`src/rtl/pipe_stall_ctrl_pkg.sv`:
```
// Shared definitions for the pipeline sequencer: bus widths, exception codes
// and the sequencer state encoding.
package pipe_stall_ctrl_pkg;

    localparam int PSC_ADDR_W = 30;
    localparam int PSC_EXP_W  = 3;

    localparam logic [PSC_ADDR_W-1:0] PSC_EXC_VECTOR = 30'h0000_0010;
    localparam int                    PSC_CP2_TIMEOUT = 16;

    localparam logic [PSC_EXP_W-1:0] ISAEXP_NOEXP    = 3'd0;
    localparam logic [PSC_EXP_W-1:0] ISAEXP_INT      = 3'd1;
    localparam logic [PSC_EXP_W-1:0] ISAEXP_CP2_TO   = 3'd6;

    typedef enum logic [1:0] {
        PSC_RUN      = 2'd0,
        PSC_CP2_WAIT = 2'd1,
        PSC_EXC      = 2'd2
    } psc_state_e;

endpackage

```
`src/rtl/pipe_stall_ctrl.sv`:
```
// Central pipeline sequencer: stall/flush per stage, interrupt detect,
// exception/ERET redirect and EPC ownership for the 4-register pipeline.
module pipe_stall_ctrl
    import pipe_stall_ctrl_pkg::*;
#(
    parameter int                  ADDR_W      = PSC_ADDR_W,
    parameter int                  EXP_W       = PSC_EXP_W,
    parameter logic [ADDR_W-1:0]   EXC_VECTOR  = PSC_EXC_VECTOR,
    parameter logic [EXP_W-1:0]    INT_CODE    = ISAEXP_INT,
    parameter int                  CP2_TIMEOUT = PSC_CP2_TIMEOUT,
    parameter logic [EXP_W-1:0]    CP2_TO_CODE = ISAEXP_CP2_TO
) (
    input  logic              clk,
    input  logic              reset,
    input  logic              if_busy,
    input  logic              mem_busy,
    input  logic              ld_hazard,
    input  logic              mem_en,
    input  logic [ADDR_W-1:0] mem_pc,
    input  logic [EXP_W-1:0]  mem_exp_code,
    input  logic              mem_eret,
    input  logic              cp2_req,
    input  logic              cp2_ack,
    input  logic              int_req,
    input  logic              int_en,
    output logic              if_stall,
    output logic              id_stall,
    output logic              ex_stall,
    output logic              mem_stall,
    output logic              if_flush,
    output logic              id_flush,
    output logic              ex_flush,
    output logic              mem_flush,
    output logic              int_detect,
    output logic [EXP_W-1:0]  int_type,
    output logic [ADDR_W-1:0] new_pc,
    output logic [ADDR_W-1:0] epc,
    output logic [EXP_W-1:0]  exp_code,
    output logic              cp2_busy
);

    localparam int              CNT_W    = $clog2(CP2_TIMEOUT);
    localparam logic [CNT_W-1:0] CNT_LAST = CNT_W'(CP2_TIMEOUT - 1);

    psc_state_e        state, state_nxt;
    logic [CNT_W-1:0]  cnt, cnt_nxt;
    logic              stall_all, flush_all, ld_bubble, int_hit, exc_take;
    logic [ADDR_W-1:0] redirect;
    logic [EXP_W-1:0]  exc_cause;

    // NOTE: every signal gets a default before the case so no path leaves
    // one unassigned, which would otherwise infer a latch.
    always_comb begin
        stall_all = 1'b0;
        flush_all = 1'b0;
        ld_bubble = 1'b0;
        int_hit   = 1'b0;
        exc_take  = 1'b0;
        exc_cause = ISAEXP_NOEXP;
        redirect  = '0;
        state_nxt = state;
        cnt_nxt   = cnt;

        // While reset is held, all control outputs sit at their idle values.
        if (reset) begin
            case (state)
                PSC_RUN: begin
                    if (if_busy || mem_busy) begin
                        stall_all = 1'b1;
                    end else if (mem_en && mem_exp_code != ISAEXP_NOEXP) begin
                        flush_all = 1'b1;
                        redirect  = EXC_VECTOR;
                        exc_take  = 1'b1;
                        exc_cause = mem_exp_code;
                    end else if (mem_en && mem_eret) begin
                        flush_all = 1'b1;
                        redirect  = epc;
                    end else if (cp2_req && !cp2_ack) begin
                        stall_all = 1'b1;
                        cnt_nxt   = CNT_W'(1);
                        state_nxt = PSC_CP2_WAIT;
                    end else if (ld_hazard) begin
                        ld_bubble = 1'b1;
                    end else begin
                        int_hit = int_req & int_en;
                    end
                end
                PSC_CP2_WAIT: begin
                    if (cp2_ack) begin
                        state_nxt = PSC_RUN;
                    end else if (cnt == CNT_LAST) begin
                        flush_all = 1'b1;
                        redirect  = EXC_VECTOR;
                        exc_take  = 1'b1;
                        exc_cause = CP2_TO_CODE;
                    end else begin
                        stall_all = 1'b1;
                        cnt_nxt   = cnt + 1'b1;
                    end
                end
                PSC_EXC: begin
                    flush_all = 1'b1;
                    redirect  = EXC_VECTOR;
                    state_nxt = PSC_RUN;
                end
                default: state_nxt = PSC_RUN;
            endcase
            if (exc_take) state_nxt = PSC_EXC;
        end
    end

    // NOTE: reset is sampled on the clock edge, and all state uses
    // non-blocking assignments so every register sees pre-edge values.
    always_ff @(posedge clk) begin
        if (!reset) begin
            state    <= PSC_RUN;
            cnt      <= '0;
            epc      <= '0;
            exp_code <= '0;
        end else begin
            state <= state_nxt;
            cnt   <= cnt_nxt;
            if (exc_take) begin
                epc      <= mem_pc;
                exp_code <= exc_cause;
            end
        end
    end

    // A load-use bubble holds IF and squashes ID; nothing overlaps stall_all/flush_all.
    assign if_stall   = stall_all | ld_bubble;
    assign id_stall   = stall_all;
    assign ex_stall   = stall_all;
    assign mem_stall  = stall_all;
    assign if_flush   = flush_all;
    assign id_flush   = flush_all | ld_bubble;
    assign ex_flush   = flush_all;
    assign mem_flush  = flush_all;
    assign int_detect = int_hit;
    assign int_type   = int_hit ? INT_CODE : '0;
    assign new_pc     = redirect;
    assign cp2_busy   = reset && (state == PSC_CP2_WAIT);

endmodule
```
`config.mk`:
```
export PLATFORM = sky130hd
export DESIGN_NAME = pipe_stall_ctrl
export DESIGN_NICKNAME = d
export VERILOG_FILES = /design/src/rtl/pipe_stall_ctrl_pkg.sv /design/src/rtl/pipe_stall_ctrl.sv
export SDC_FILE = /design/constraint.sdc
export NUM_CORES = 1
export LEC_CHECK = 0
export ABC_AREA = 1
export CORE_MARGIN = 3
export CORE_UTILIZATION = 40
export DETAILED_ROUTE_END_ITERATION = 6
export GPL_ROUTABILITY_DRIVEN = 0
export PLACE_DENSITY = 0.83
export SYNTH_ARGS = -nofsm -noshare
export SYNTH_HDL_FRONTEND = slang
export SYNTH_SLANG_ARGS = --single-unit
```
`constraint.sdc`:
```
create_clock -name clk -period 4.2 [get_ports clk]
set_input_delay 0.84 -clock clk [delete_from_list [all_inputs] [get_ports clk]]
set_output_delay 0.84 -clock clk [all_outputs]
set_load 0.005 [all_outputs]
```
Word-level counts from Yosys, hierarchy flattened
Cells that the tools add are included.
{"block": "totals", "ff_bits": 39, "output_inout_bits": 76, "mem_bits_ro": 0, "inputBits": 44, "elab_cells": 99, "latchBits": 0, "ram_bits": 0, "n_memories": 0}
{"block": "classes", "eq_ne": 15, "n_mux": 61, "n_bitwise": 4, "shifts": 0, "multipliers": 0, "n_reduce_logical": 13, "div": 0, "addsub": 1, "order_cmp": 0}
{"op": "$mux W30", "count": 4}
{"op": "$pmux W30 S3", "count": 1}
{"op": "$mux W1", "count": 32}
{"op": "$mux W4", "count": 6}
{"op": "$ne A3 B3 Y1 const B", "count": 5}
{"op": "$ne A2 B2 Y1 const B", "count": 7}
{"op": "$mux W2", "count": 6}
{"op": "$mux W3", "count": 4}
{"op": "$mux W5", "count": 2}
{"op": "$reduce_and A5 Y1", "count": 2}
{"op": "$pmux W4 S2", "count": 1}
{"op": "$reduce_and A7 Y1", "count": 1}
{"op": "$pmux W3 S2", "count": 1}
{"op": "$add A4 B1 Y4 const B", "count": 1}
{"op": "$eq A4 B4 Y1 const B", "count": 1}
{"op": "$logic_and A1 B1 Y1", "count": 4}
{"op": "$pmux W1 S2", "count": 2}
{"op": "$pmux W2 S2", "count": 1}
{"op": "$pmux W1 S3", "count": 1}
{"op": "$reduce_bool A3 Y1", "count": 1}
{"op": "$eq A2 B1 Y1 const B", "count": 1}
{"op": "$eq A2 B2 Y1 const B", "count": 1}
{"op": "$logic_not A2 Y1", "count": 1}
{"op": "$or A1 B1 Y1", "count": 2}
{"op": "other kinds (6)", "count": 6}

Depth between registers and ports, before layout
Gate-level depths: netlist of run 1.
{"block": "depth", "depth_word": 9, "depth_mapped": 9, "mapped_depth_nobuf": 9}

Worst setup path after synthesis of run 1
No wires, ideal clock.
{"block": "synth_path", "path_type": "input to output", "start": "in mem_busy", "end": "out new_pc[12]", "path_slack_ps": 1655, "arrival_ps": 1705, "n_path_buf": 2, "stages": 7, "required_ps": 3360, "cell_sequence": "nor2_1 > nand2_2 > inv_1 > nand4_1 > buf_2 > buf_6 > nor3_1"}
{"block": "synth_via", "elab_chain_cells": 4}
{"item": "start, declared", "line": "pipe_stall_ctrl.sv:16", "rtl": "input logic mem_busy,"}
{"item": "$logic_or A1 B1 Y1", "line": "pipe_stall_ctrl.sv:68", "rtl": "if (if_busy || mem_busy) begin"}
{"item": "$mux W30", "line": "pipe_stall_ctrl.sv:68"}
{"item": "$pmux W30 S3", "line": "pipe_stall_ctrl.sv:66", "rtl": "case (state)"}
{"item": "$mux W30", "line": "pipe_stall_ctrl.sv:65", "rtl": "if (reset) begin"}
{"item": "end, declared", "line": "pipe_stall_ctrl.sv:36", "rtl": "output logic [ADDR_W-1:0] new_pc,"}
Every way passes these cells.

Worst setup path in the final report of run 1
{"block": "layout_path", "start": "in mem_busy", "end": "out new_pc[23]"}
The elaborated chain is that of the path after synthesis.

==> qor.yml, run 1 <==
drt_iter0_drc: 134
synth_xor_xnor_area_share_pct: 0
finish.instance_area_mm2: 0.00314
worstPathMaxFanout: 29
cts_buffers: 5
grt_first_pass_wirelength_um: 8910
max_slew_margin_pct: 27.8
leakage_nw: 1.13
slew_violations: 0
hold_end: "exp_code[0]"
dpl_worst_slack_ps: 624
seq_area_frac_synth_pct: 40.5
cts_max_path_buffers: 2
cpMostUsedCell: "clkdlybuf4s50_1"
yosysWarnings: 0
grtUsageMet1_pct: 23.9
n_antenna_cell: 0
reg2reg_depth: 7
chipWidth_um: 75.4
r2r_start: "cnt[0]"
met3_usage_pct: 6.33
ys_ff_latch: 39
syn2layout_area_growth_pct: 63.3
drtPass1Iterations: 4
critPathCaptureType: "output port"
muxShareOfSynthArea_pct: 0
start_util_pct: 42.8
placed_cell_area_mm2: 0.00304
grt_pass1_vias: 1950
crit_family: "buffers and inverters"
grt_busiest_layer: "met2"
use_met2_pct: 34.8
overflow: 0
p_comb_share_pct: 16.3
core_mm2: 0.00450
internal_power_uw: 604
synthAdderAreaFrac_pct: 0.650
cts.sinks: 39
skew_ps: 3.28
finalCritPeriodShare_pct: 85.3
clkPwrFrac_pct: 34.6
worst_slew_pin_slew_ps: 1080
fin_tns_setup_ps: 0
avgSynthCellArea_um2: 7.05
root_buffer: "clkbuf_8"
status: "completed"
postRouteAntennaNets: 0
cp_cell_sequence: "clkdlybuf4s50_1, nor2_1, nand2_2, inv_1, nand4_1, buf_4, nor3_1, clkdlybuf4s50_1"
drc: 0
port_buffers: 117
antenna_found_initial: 0
switchingPower_uw: 185
fin_crit_ps: 3580
h-tree-depth: 2
switching_share_pct: 23.5
pin_count: 120
path_buf_inv: 4
post-cts-setup-buffers: 0
hold_path_class: "reg2reg"
cp.arrival_ps: 2740
clk_pin_slew_worst_paths_ps: 70
grt_usage_pct: 20.1
drive_above_1_share_pct: 6.81
synth-simple-area-share_pct: 30.7
pwr-share-seq_pct: 49.1
max_freq_mhz: 279
rsz0062_at_grt: "false"
min-delay-start: "exp_code[0]"
cp_slowest_stage_delay_ps: 560
regToRegEndpoint: "epc[11]"
cts_tree: "yes"
synth_area_mm2: 0.00193
cpMaxStageDelayCell: "clkdlybuf4s50_1"
hold_violations: 0
whs_path_depth: 2
p_total_uw: 789
rows: 24
peakVddDrop_mv: 0.148
reg2reg_slack_ps: 2190
wl_per_cell_um: 13.1
wl_um: 5670
die_area_mm2: 0.00568
synth_cell_types: 23
hpwl_um: 4340
worstPathRequired_ps: 3360
cts_resized: 0
netlist_instances: 273
cts_hold_buf: 0
vias_per_cell: 4.89
num-fill-cells: 401
path_class: "in2out"
nNetsFinal: 426
maxCapViolCount: 0
clk_latency_ps: 280
grt_start_max_net_pins: 32
synth_compound_area_share_pct: 12.6
power_density_mw_per_mm2: 251
setup_violations: 0
start_kind: "input port"
die_y_um: 75.4
worst_slack_ps: 617
vias: 2124
synth_top_family_by_area: "simple AND/OR/NAND/NOR gates"
## area by class of cell
cell class	instances	area (µm²)	share of cell area, %
clock buffers	8	100	3.18
well taps	52	65.1	2.07
repair buffers	119	1190	37.7
inverters	42	158	5.01
flip-flops and latches	39	781	24.8
multi-input cells	174	855	27.2
## through the flow
step	std cells	util [%]	hold WS, ps
after floorplan	274	-	459
after global placement	426	67.6	464
after detailed placement	426	67.6	463
after CTS	434	69.8	473
after global routing	434	69.8	503
final	434	69.8	470
## power by group through the flow
stage	clock network, mW	registers (mW)	logic [mW]
2_1_floorplan	0	0.397	0.0512
3_3_place_gp	0	0.396	0.128
3_5_place_dp	0	0.396	0.129
4_1_cts	0.280	0.387	0.130
5_1_grt	0.294	0.389	0.142
6_report	0.273	0.387	0.129
## cells in the final DEF, fill, tap and decap left out, types with 2 or more instances in the layout
cell type and n:
a21oi_1 6, buf_4 2, clkbuf_8 7, clkdlybuf4s50_1 117, conb_1 2, dfxtp_1 39, inv_1 41, nand2_1 57
nand2_2 3, nand3_1 13, nand4_1 4, nor2_1 13, nor2_2 2, nor2_4 4, nor3_1 31, o21ai_0 29
o21ai_2 7
## synth_stat cells, drive strengths merged
master / instances / area (µm²)
clkbuf: 2 / 8.75
nor3: 31 / 155
dfxtp: 39 / 781
nand3: 13 / 65.1
o21ai: 36 / 206
nand4: 4 / 25.0
inv: 42 / 158
nor2: 19 / 106
nand2: 60 / 233
buf: 17 / 128
a21oi: 6 / 30.0
conb: 1 / 3.75
a31oi: 1 / 6.26
ha: 1 / 12.5
nor3b: 1 / 7.51
## how the worst max path moves through the flow
stage	from	end	cells after the start
finish	mem_busy	new_pc[23]	8
global route	reset	new_pc[25]	5
CTS	mem_busy	new_pc[9]	8
detailed placement	mem_busy	new_pc[9]	8
global placement	mem_busy	new_pc[9]	8
floorplan	mem_busy	new_pc[12]	7
## layer usage
| layer | up-vias | share of wire [%] |
|---|---|---|
| li1 | 1080 | - |
| met1 | 951 | 41 |
| met2 | 86 | 49 |
| met3 | 7 | 8.9 |
| met4 | 0 | 1.1 |
| met5 | - | 0 |
## state kept, by name, summed over array words and instances, names as in the netlist
| signal | flops |
|---|---|
| epc | 30 |
| cnt | 4 |
| exp_code | 3 |
| state | 2 |
## cells by family (layout without fill, tap and decap cells)
family	after synthesis	after routing
AO/OA/AOI/OAI	43	43
adder cells (fa/ha/maj)	1	1
other	1	2
AND/OR/NAND/NOR	128	128
buffers and inverters	61	169
flip-flops	39	39
## worst register-to-register path: cells and delay by family (launching register included)
family          cells  cell delay [ps]
fa+ha+maj           1              210
simple gates        5             1240
compound gates      1               90
flops               1              390
Power figures use the tool's default switching activity.
==> inputs of run 2 (changes only) <==
--- a/config.mk
+++ b/config.mk
@@ -7,10 +7,10 @@
 export LEC_CHECK = 0
 export ABC_AREA = 1
 export CORE_MARGIN = 3
-export CORE_UTILIZATION = 40
+export CORE_UTILIZATION = 25
 export DETAILED_ROUTE_END_ITERATION = 6
 export GPL_ROUTABILITY_DRIVEN = 0
-export PLACE_DENSITY = 0.83
+export PLACE_DENSITY = 0.55
 export SYNTH_ARGS = -nofsm -noshare
 export SYNTH_HDL_FRONTEND = slang
 export SYNTH_SLANG_ARGS = --single-unit
==> qor.yml, run 2 (synthesis gave the netlist of run 1 again) <==
status: "completed"  # unchanged
grt_first_pass_wirelength_um: 9980  # was 8910 µm
num-fill-cells: 808  # was 401
timing.hold.ws_ps: 479  # was 470 ps
grt_start_max_net_pins: 32  # unchanged
maxCapViolCount: 0  # unchanged
max_slew_margin_pct: 19.8  # was 27.8%
die_y_um: 93.8  # was 75.4 µm
clkPwrFrac_pct: 32.1  # was 34.6%
largest_reg_flops: 30  # unchanged
wl_per_cell_um: 13.1  # about the same
drtPass1Iterations: 4  # unchanged
cpMaxStageDelayCell: "clkdlybuf4s50_1"  # unchanged
worstPathRequired_ps: 3360  # about the same
slew_violations: 0  # unchanged
path_class: "in2out"  # unchanged
root_buffer: "clkbuf_8"  # unchanged
start_kind: "input port"  # unchanged
reg2reg_slack_ps: 2190  # about the same
chipWidth_um: 93.8  # was 75.4 µm
core_mm2: 0.00737  # was 0.00450 mm²
wl_um: 6300  # was 5670 µm
final-seq-area_um2: 781  # unchanged
finalCritPeriodShare_pct: 85.7  # was 85.3%
max_freq_mhz: 278  # was 279 MHz
die_area_mm2: 0.00879  # was 0.00568 mm²
vias: 2088  # was 2,124
cpMostUsedCell: "clkdlybuf4s50_1"  # unchanged
postRouteAntennaNets: 0  # unchanged
min-delay-start: "exp_code[0]"  # unchanged
setup_violations: 0  # unchanged
cts_max_path_buffers: 2  # unchanged
switchingPower_uw: 192  # was 185 µW
clk_pin_slew_worst_paths_ps: 70  # about the same
multi_input_area_um2: 855  # unchanged
rows: 31  # was 24
worst_slack_ps: 600  # was 617 ps
internal_power_uw: 571  # was 604 µW
syn2layout_area_growth_pct: 65.4  # was 63.3%
pin_count: 120  # unchanged
worstPathMaxFanout: 27  # was 29
final_cell_mix: "clkdlybuf4s50_1 (117), nand2_1 (57), inv_1 (41)"  # unchanged
clk_latency_ps: 290  # was 280 ps
rsz0062_at_grt: "false"  # unchanged
cts_buffers: 5  # unchanged
cts_tree: "yes"  # unchanged
post-cts-setup-buffers: 0  # unchanged
hold_end: "exp_code[0]"  # unchanged
placed_cell_area_mm2: 0.00310  # was 0.00304 mm²
worst_slew_pin_slew_ps: 1200  # was 1080 ps
cts.sinks: 39  # unchanged
critPathCaptureType: "output port"  # unchanged
whs_path_depth: 2  # unchanged
r2r_start: "cnt[1]"  # was cnt[0]
switching_share_pct: 25.1  # was 23.5%
cp_cell_sequence: "clkdlybuf4s50_1, buf_4, o21ai_2, nor3_1, clkdlybuf4s50_1"  # was clkdlybuf4s50_1, nor2_1, nand2_2, inv_1, nand4_1, buf_4, nor3_1, clkdlybuf4s50_1
peakVddDrop_mv: 0.100  # was 0.148 mV
cts_hold_buf: 0  # unchanged
regToRegEndpoint: "epc[5]"  # was epc[11]
fin_crit_ps: 3600  # was 3580 ps
final_common_cell: "clkdlybuf4s50_1"  # unchanged
fin_tns_setup_ps: 0  # unchanged
nNetsFinal: 426  # unchanged
dpl_worst_slack_ps: 568  # was 624 ps
h-tree-depth: 2  # unchanged
power_density_mw_per_mm2: 239  # was 251 mW/mm²
top_register: "epc"  # unchanged
antenna_found_initial: 0  # unchanged
drt_iter0_drc: 48  # was 134
port_buffers: 117  # unchanged
overflow: 0  # unchanged
start_util_pct: 26.1  # was 42.8%
drc: 0  # unchanged
grt_usage_pct: 14.4  # was 20.1%
n_antenna_cell: 0  # unchanged
leakage_nw: 1.12  # was 1.13 nW
p_comb_share_pct: 17.0  # was 16.3%
vias_per_cell: 4.34  # was 4.89
pwr-share-seq_pct: 50.8  # was 49.1%
hpwl_um: 4560  # was 4340 µm
top_regs: "epc x30, cnt x4, exp_code x3"  # unchanged
cts_resized: 0  # unchanged
cp.arrival_ps: 2760  # was 2740 ps
reg2reg_depth: 7  # unchanged
drive_above_1_share_pct: 6.54  # was 6.81%
hold_path_class: "reg2reg"  # unchanged
hold_violations: 0  # unchanged
skew_ps: 2.40  # was 3.28 ps
finish.instance_area_mm2: 0.00318  # was 0.00314 mm²
grt_pass1_vias: 2042  # was 1,950
cp_slowest_stage_delay_ps: 550  # was 560 ps
## run 2: worst max-delay path by stage
| stage | from | to |
|---|---|---|
| 4_1_cts | reset | new_pc[23] |
| 6_report | reset | new_pc[23] |
| 5_1_grt | reset | new_pc[29] |
| 3_3_place_gp | reset | new_pc[23] |
| 2_1_floorplan | mem_busy | new_pc[12] |
| 3_5_place_dp | reset | new_pc[23] |
## run 2: final cells by class
class,instances,share of cell area (%)
Timing Repair Buffer,119,37.2
Multi-Input combinational cell,174,26.8
Sequential cell,39,24.5
Inverter,42,4.95
Tap cell,99,3.89
Clock buffer,7,2.40
Clock inverter,1,0.157
## run 2: routing by layer
layer / track usage [%] / wire length [µm] / share of wire (%)
met5: 0 / 0 / 0
met1: 17.0 / 2740 / 43
met3: 4.81 / 518 / 8.2
met2: 24.2 / 2960 / 47
met4: 4.81 / 80 / 1.3
## run 2: power by group through the flow
stage | Clock [mW] | Sequential [mW] | Combinational, mW
4_1_cts | 0.258 | 0.387 | 0.132
3_3_place_gp | 0 | 0.396 | 0.131
2_1_floorplan | 0 | 0.397 | 0.0512
5_1_grt | 0.276 | 0.389 | 0.143
6_report | 0.245 | 0.388 | 0.130
3_5_place_dp | 0 | 0.396 | 0.131
## run 2: per-stage QoR
stage	cells	util [%]	total power, mW
final	481	43.2	0.763
after global routing	481	43.2	0.808
after CTS	481	43.2	0.778
after detailed placement	473	42.1	0.527
after global placement	473	42.1	0.527
after floorplan	274	-	0.448
## run 2: worst max-delay path, delay by kind of cell
family	cells	cell delay (ps)
buf+inv	3	1240
compound gates	1	340
simple gates	1	330
